==> src/rtl/seq_det_ctrl.sv <==
// Run controller for an overlapping serial pattern detector with match/window/abort termination.
// Optional per-bit don't-care mask on the compare is enabled by defining SEQ_DET_MASK_EN.
module seq_det_ctrl #(
  parameter int PAT_W = 4,
  parameter int DIV   = 4,
  parameter int CNT_W = 8
) (
  input  logic             clk,
  input  logic             reset,
  input  logic             start,
  input  logic             abort,
  input  logic             in,
  input  logic [PAT_W-1:0] cfg_pattern,
  input  logic [15:0]      cfg_window,
  input  logic [CNT_W-1:0] cfg_limit,
`ifdef SEQ_DET_MASK_EN
  input  logic [PAT_W-1:0] cfg_mask,
`endif
  output logic             busy,
  output logic             match,
  output logic [CNT_W-1:0] match_cnt,
  output logic             done,
  output logic             hit,
  output logic             timeout,
  output logic [1:0]       state
);

  localparam int DIV_W  = (DIV > 1) ? $clog2(DIV) : 1;
  localparam int FILL_W = $clog2(PAT_W + 1);

  typedef enum logic [1:0] {
    IDLE = 2'd0,
    ARM  = 2'd1,
    RUN  = 2'd2,
    DONE = 2'd3
  } state_t;

  state_t             st_q;
  logic [PAT_W-1:0]   pat_q;
  logic [15:0]        win_q;
  logic [CNT_W-1:0]   lim_q;
`ifdef SEQ_DET_MASK_EN
  logic [PAT_W-1:0]   mask_q;
`endif
  logic [PAT_W-1:0]   shift_q;
  logic [FILL_W-1:0]  fill_q;
  logic [15:0]        scount_q;
  logic [DIV_W-1:0]   div_q;

  logic               tick;
  logic [PAT_W-1:0]   shift_nx;
  logic [FILL_W-1:0]  fill_nx;
  logic [15:0]        scount_nx;
  logic [CNT_W-1:0]   cnt_nx;
  logic               cmp_ok;
  logic               match_now;
  logic               lim_end;
  logic               win_end;

  assign state = st_q;

  // Next-sample view: everything below reflects the bit being shifted in on this tick.
  always_comb begin
    tick      = (div_q == DIV_W'(DIV - 1));
    shift_nx  = {shift_q[PAT_W-2:0], in};
    fill_nx   = (fill_q == FILL_W'(PAT_W)) ? fill_q : fill_q + 1'b1;
    scount_nx = scount_q + 16'd1;
    cnt_nx    = (&match_cnt) ? match_cnt : match_cnt + 1'b1;
`ifdef SEQ_DET_MASK_EN
    cmp_ok    = (((shift_nx ^ pat_q) & mask_q) == '0);
`else
    cmp_ok    = (shift_nx == pat_q);
`endif
    match_now = tick && (fill_nx == FILL_W'(PAT_W)) && cmp_ok;
    lim_end   = match_now && (lim_q != '0) && (cnt_nx == lim_q);
    win_end   = (win_q != '0) && (scount_nx == win_q);
  end

  always_ff @(posedge clk) begin
    if (reset) begin
      st_q      <= IDLE;
      pat_q     <= '0;
      win_q     <= '0;
      lim_q     <= '0;
`ifdef SEQ_DET_MASK_EN
      mask_q    <= '0;
`endif
      shift_q   <= '0;
      fill_q    <= '0;
      scount_q  <= '0;
      div_q     <= '0;
      busy      <= 1'b0;
      match     <= 1'b0;
      match_cnt <= '0;
      done      <= 1'b0;
      hit       <= 1'b0;
      timeout   <= 1'b0;
    end else begin
      match <= 1'b0;
      done  <= 1'b0;
      if (abort && st_q != IDLE) begin
        st_q    <= IDLE;
        busy    <= 1'b0;
        hit     <= 1'b0;
        timeout <= 1'b0;
      end else begin
        case (st_q)
          IDLE: begin
            if (start) begin
              pat_q     <= cfg_pattern;
              win_q     <= cfg_window;
              lim_q     <= cfg_limit;
`ifdef SEQ_DET_MASK_EN
              mask_q    <= cfg_mask;
`endif
              shift_q   <= '0;
              fill_q    <= '0;
              scount_q  <= '0;
              match_cnt <= '0;
              hit       <= 1'b0;
              timeout   <= 1'b0;
              busy      <= 1'b1;
              st_q      <= ARM;
            end
          end
          ARM: begin
            div_q <= '0;
            st_q  <= RUN;
          end
          RUN: begin
            div_q <= tick ? '0 : div_q + 1'b1;
            if (tick) begin
              shift_q  <= shift_nx;
              fill_q   <= fill_nx;
              scount_q <= scount_nx;
              if (match_now) begin
                match     <= 1'b1;
                match_cnt <= cnt_nx;
              end
              // A limit hit takes precedence over a window end on the same tick.
              if (lim_end) begin
                hit  <= 1'b1;
                done <= 1'b1;
                busy <= 1'b0;
                st_q <= DONE;
              end else if (win_end) begin
                timeout <= 1'b1;
                done    <= 1'b1;
                busy    <= 1'b0;
                st_q    <= DONE;
              end
            end
          end
          DONE: begin
            st_q <= IDLE;
          end
          default: st_q <= IDLE;
        endcase
      end
    end
  end

endmodule

==> config.mk <==
export PLATFORM = sky130hd
export DESIGN_NAME = seq_det_ctrl
export DESIGN_NICKNAME = d
export VERILOG_FILES = /design/src/rtl/seq_det_ctrl.sv
export SDC_FILE = /design/constraint.sdc
export NUM_CORES = 1
export LEC_CHECK = 0
export CAP_MARGIN = 20
export CELL_PAD_IN_SITES_DETAIL_PLACEMENT = 1
export CELL_PAD_IN_SITES_GLOBAL_PLACEMENT = 1
export CORE_UTILIZATION = 45
export DETAILED_ROUTE_END_ITERATION = 10
export MAX_ROUTING_LAYER = met4
export PLACE_DENSITY = 0.95
export SETUP_SLACK_MARGIN = 0.05
export SYNTH_ARGS = -nofsm -noshare
export SYNTH_HDL_FRONTEND = slang
export SYNTH_SLANG_ARGS = --single-unit
==> constraint.sdc <==
create_clock -name clk -period 4.4 [get_ports clk]
set_input_delay 0.88 -clock clk [delete_from_list [all_inputs] [get_ports clk]]
set_output_delay 0.88 -clock clk [all_outputs]
set_load 0.1 [all_outputs]
==> flow_summary.yaml, run 1 <==
floorplanning:
  core-area_um2: 8760
  start_util: 0.469
  die-area_um2: 9520
  row_count: 34
  die_x_um: 97.6
  die_h_um: 97.6
  io_pins: 48
yosys:
  ys_ff_latch: 67
  synth_nets: 582
  yosys.cell_types.count: 72
  yosys_warnings: 0
  synth.avg_cell_area_um2: 7.58
  synthFlopType: "dfxtp_1"
  syn_inst: 542
  ys_seq_area_frac: 0.326
  synth-edff-count: 0
  async_flop_share: 0
  synth_area_um2: 4110
clock_tree:
  cts-root-buf: "clkbuf_8"
  clock_path_buffers: 2
  clkSlewWorstSetupHoldPaths_ns: 0.08
  htreeDepth: 3
  holdBufCountCts: 0
  cts_buffers: 9
  cts_setup_buffers: 0
  cts_resized: 0
  cts.sinks: 67
  worstSkewPairLatency_ns: 0.36
  cts_tree: "done"
detailed_routing:
  first_pass_iters: 5
  wl_per_cell_um: 19.0
  vias_per_cell: 6.17
  drt.antenna.violating_nets: 0
  drtIter0Drc: 207
  via_count: 4181
  drt_wl_total_um: 12900
  drc: 0
power_and_ir_drop:
  ir_drop_mv: 0.409
  p_leak_nw: 1.64
  p_per_area_nw_per_um2: 446
sta:
  drv_slew: 0
  max_slew_margin: 0.282
  skew_ns: 0.0176
  setup_violations: 0
  min_period_ns: 3.18
  rsz0062_at_grt: "no"
  fmax_mhz: 314
  hold_viol_final: 0
  tightest_slew_ns: 1.07
  tns_ns: 0
  fin_crit_sh: 0.723
status:
  status: "finished, final reports clean"
worst_setup_path:
  required_ns: 4.68
  startpoint_type: "flop"
  path_max_fanout: 5
  arrival_ns: 3.46
  rrSetupSlack_ns: 1.22
  worstSetupPathType: "flop to flop"
  critPathCaptureType: "flop"
placed_design:
  placed_cell_area_um2: 4530
  dpl.hpwl_um: 9030
  io_buffers: 47
  gp_congestion: 0.884
layout:
  final_nets: 605
  layout_commonest_cell: "nand2_1"
  diodes: 0
  drive_gt1_frac: 0.0702
  final_cell_mix: "nand2_1, dfxtp_1, a21oi_1"
  fillers: 1100
  design_area_um2: 4730
  area_delta_synth_final_pct: 15.2
worst_hold_path:
  timing.hold.worst.class: "flop to flop"
global_route:
  first_global_vias: 4385
  antenna_found_initial: 0
  overflow: 0
  grt_max_degree: 35
  grt_use_total: 0.290
  grt_pass1_wl_um: 21500
run:
  drv_cap: 0
[report_power, final]
| group | switching (mW) | internal, mW |
|---|---|---|
| Combinational | 0.553 | 0.259 |
| Sequential | 0.0748 | 0.666 |
| Clock | 0.274 | 0.283 |
| Total | 0.903 | 1.21 |
[cell families after synthesis]
group / synth area share
muxes: 0.00487
adders and majority gates: 0.0213
and+or+nand+nor: 0.304
AOI/OAI and AO/OA: 0.209
xor gates and xnor gates: 0.0661
DFF: 0.326
buffers and inverters: 0.0691
[worst paths after layout]
kind / to / depth (start not counted) / startpoint
worst max-delay path: state[1] / 9 / fill_q[0]
worst min-delay path: timeout / 2 / timeout
worst max register to register: state[1] / 9 / fill_q[0]
worst min register to register: timeout / 2 / timeout
[per-stage QoR]
step           hold WS [ns]  cells  worst slack (ns)   util  power (mW)
3_5_place_dp          0.460    662              1.11  0.517        1.55
2_1_floorplan         0.436    542              1.33      -        1.30
5_1_grt               0.498    678              1.08  0.540        2.23
6_report              0.471    678              1.22  0.540        2.11
3_3_place_gp          0.443    662              1.26  0.517        1.51
4_1_cts               0.471    678              1.26  0.540        2.11
[cell type report]
type / instances / area, µm² / share of cell area
Tap cell: 108 / 135 / 0.0285
Inverter: 17 / 63.8 / 0.0135
Timing Repair Buffer: 52 / 503 / 0.106
Clock buffer: 10 / 138 / 0.0291
Sequential cell: 67 / 1340 / 0.283
Multi-Input combinational cell: 418 / 2480 / 0.525
Clock inverter: 6 / 70.1 / 0.0148
[sequential cells by signal, indices dropped and copies added, names as in the netlist]
name and cells:
scount_q 16, win_q 16, lim_q 8, match_cnt 8
pat_q 4, fill_q 3, shift_q 3, div_q 2
state 2, busy 1, done 1, hit 1
match 1, timeout 1
[critical path: stages (launching register included)]
cell and delay [ns]:
dfxtp_1 0.41, inv_1 0.09, ha_1 0.35, o31ai_1 0.33
a21oi_1 0.18, nor4_4 0.48, nand3_1 0.17, or4_1 0.56
a31oi_1 0.29, mux2i_1 0.22
[Yosys cell counts (9+ instances only)]
| cell type | instances | area [µm²] |
|---|---|---|
| clkbuf_1 | 20 | 75.1 |
| xnor2_1 | 20 | 175 |
| nor2_1 | 41 | 154 |
| nand4_1 | 17 | 106 |
| a21oi_1 | 64 | 320 |
| o21ai_0 | 20 | 100 |
| dfxtp_1 | 67 | 1340 |
| nor4_1 | 13 | 81.3 |
| xor2_1 | 11 | 96.3 |
| a22oi_1 | 9 | 67.6 |
| inv_1 | 17 | 63.8 |
| nor3_1 | 14 | 70.1 |
| nand2_1 | 93 | 349 |
| nand3_1 | 16 | 80.1 |
[per-layer routing]
layer / vias up / routed length [µm] / GRT usage
met1: 2066 / 5530 / 0.338
met5: - / 0 / -
met2: 113 / 6450 / 0.493
li1: 1973 / - / -
met3: 29 / 517 / 0.0360
met4: 0 / 360 / 0.140
Note: power is estimated with default switching activity, not from simulation.
==> inputs of run 2 (changes only) <==
--- a/config.mk
+++ b/config.mk
@@ -8,10 +8,10 @@
 export CAP_MARGIN = 20
 export CELL_PAD_IN_SITES_DETAIL_PLACEMENT = 1
 export CELL_PAD_IN_SITES_GLOBAL_PLACEMENT = 1
-export CORE_UTILIZATION = 45
+export CORE_UTILIZATION = 41
 export DETAILED_ROUTE_END_ITERATION = 10
 export MAX_ROUTING_LAYER = met4
-export PLACE_DENSITY = 0.95
+export PLACE_DENSITY = 0.89
 export SETUP_SLACK_MARGIN = 0.05
 export SYNTH_ARGS = -nofsm -noshare
 export SYNTH_HDL_FRONTEND = slang
==> constraint.sdc (replaced) <==
create_clock -name clk -period 3.25 [get_ports clk]
set_input_delay 0.65 -clock clk [delete_from_list [all_inputs] [get_ports clk]]
set_output_delay 0.65 -clock clk [all_outputs]
set_load 0.1 [all_outputs]
==> run 2 against run 1 <==
  * First-iteration DRC count shrank 35%
  * Maximum frequency grew 7.0%
  * Critical path depth shrank 1
  * Clock power grew 32%
  * Sequential cell count is the same
  * Register-to-register slack lost 0.94 ns
  * Sequential power grew 35%
  * Global-route usage shrank 2.9 points
  * Sequential share of layout area shrank 0.067 points
  * Cell count grew 4.1%
  * Utilization shrank 5.2 points
==> flow_summary.yaml, run 2 (synthesized netlist as in run 1, its figures left out) <==
clock_tree:
  clock_path_buffers: 2
  cts.sinks: 67
  cts_tree: "done"
  holdBufCountCts: 0
  cts_setup_buffers: 0
  cts-root-buf: "clkbuf_8"
  clkSlewWorstSetupHoldPaths_ns: 0.08
  cts_buffers: 9
  worstSkewPairLatency_ns: 0.37
  htreeDepth: 3
  cts_resized: 0
floorplanning:
  die_x_um: 102
  row_count: 36
  die_h_um: 102
  start_util: 0.422
  die-area_um2: 10400
  core-area_um2: 9730
  io_pins: 48
sta:
  skew_ns: 0.0119
  tns_ns: 0
  fin_ws_ns: 0.277
  setup_violations: 0
  holdWs_ns: 0.470
  hold_viol_final: 0
  rsz0062_at_grt: "no"
  tightest_slew_ns: 0.839
  fmax_mhz: 336
  max_slew_margin: 0.439
  min_period_ns: 2.97
  drv_slew: 0
  fin_crit_sh: 0.915
worst_hold_path:
  hold_depth: 2
  timing.hold.worst.class: "flop to flop"
detailed_routing:
  first_pass_iters: 4
  via_count: 4105
  drtIter0Drc: 134
  drt_wl_total_um: 12400
  drc: 0
  vias_per_cell: 5.81
  drt.antenna.violating_nets: 0
  wl_per_cell_um: 17.5
placed_design:
  dp_worst_setup_slack_ns: 0.273
  gp_congestion: 0.935
  io_buffers: 47
  dpl.hpwl_um: 8950
  dp_cells: 690
global_route:
  overflow: 0
  top_usage_layer: "met2"
  gr-usage-met2: 0.453
  grt_use_total: 0.261
  grt_util_met3: 0.0486
  grt_pass1_wl_um: 20400
  antenna_found_initial: 0
  grt_max_degree: 39
  met1_usage: 0.291
  first_global_vias: 4209
status:
  status: "finished, final reports clean"
worst_setup_path:
  slowest_delay_ns: 0.51
  crit_chain: "ha_1 -> and3_1 -> nand4_1 -> or3_1 -> a31oi_2 -> nand4_1 -> or3_1 -> a21oi_1"
  path_max_fanout: 11
  path_depth: 8
  critical-path-slowest-cell: "dfxtp_1"
  critPathCaptureType: "flop"
  startpoint_type: "flop"
  arrival_ns: 3.27
  reg2regPathDepth: 8
  critPathTopFamily: "simple AND/OR/NAND/NOR gates"
  worstSetupPathType: "flop to flop"
  required_ns: 3.54
  path_buf_inv: 0
power_and_ir_drop:
  p_per_area_nw_per_um2: 601
  ir_drop_mv: 0.322
  p_leak_nw: 1.68
  power_mw: 2.85
layout:
  seqCellArea_um2: 1340
  multi_input_area_um2: 2480
  fillers: 1255
  final_cell_mix: "nand2_1, dfxtp_1, a21oi_1"
  diodes: 0
  drive_gt1_frac: 0.101
  area_delta_synth_final_pct: 15.5
  final_nets: 608
  layout_commonest_cell: "nand2_1"
  final_cells: 706
  reg.largest.list: "scount_q x16, win_q x16"
run:
  drv_cap: 0
## run 2: changes by cell type in the layout (fill, tap and decap cells not counted)
cell | previous run | this run
inv_6 | 3 | 0
buf_4 | 5 | 23
clkinv_4 | 1 | 2
clkinv_2 | 1 | 2
clkinvlp_4 | 0 | 1
clkdlybuf4s50_1 | 46 | 31
## run 2: metal layers
| layer | wire length, µm | vias to the layer above |
|---|---|---|
| met5 | 0 | - |
| met4 | 346 | 0 |
| met2 | 6350 | 94 |
| li1 | - | 1988 |
| met3 | 538 | 33 |
| met1 | 5120 | 1990 |
## run 2: tightest hold or removal path, delay by kind of cell, from the launching register on
| kind | cells | cell delay (ns) |
|---|---|---|
| flops | 1 | 0.32 |
| simple gates | 1 | 0.06 |
| compound gates | 1 | 0.05 |
## run 2: stage by stage
stage,util,instance area [µm²]
after global routing,0.488,4750
final,0.488,4750
after global placement,0.467,4540
after floorplan,-,4110
after CTS,0.488,4750
after detailed placement,0.467,4540
## run 2: worst paths after layout
path	start	endpoint	slack, ns
max	scount_q[0]	timeout	0.28
min	div_q[1]	div_q[1]	0.47
max reg2reg	scount_q[0]	timeout	0.28
min reg2reg	div_q[1]	div_q[1]	0.47
## run 2: final cells by class
class | count | share of cell area
inverters | 17 | 0.0134
repair buffers | 55 | 0.103
multi-input cells | 418 | 0.523
clock inverters | 6 | 0.0137
flip-flops and latches | 67 | 0.283
clock buffers | 10 | 0.0290
well taps | 133 | 0.0351
## run 2: power by group
| part | total (mW) | internal, mW | switching (mW) |
|---|---|---|---|
| Clock | 0.734 | 0.375 | 0.359 |
| Sequential | 1.00 | 0.902 | 0.0991 |
| Combinational | 1.12 | 0.365 | 0.751 |
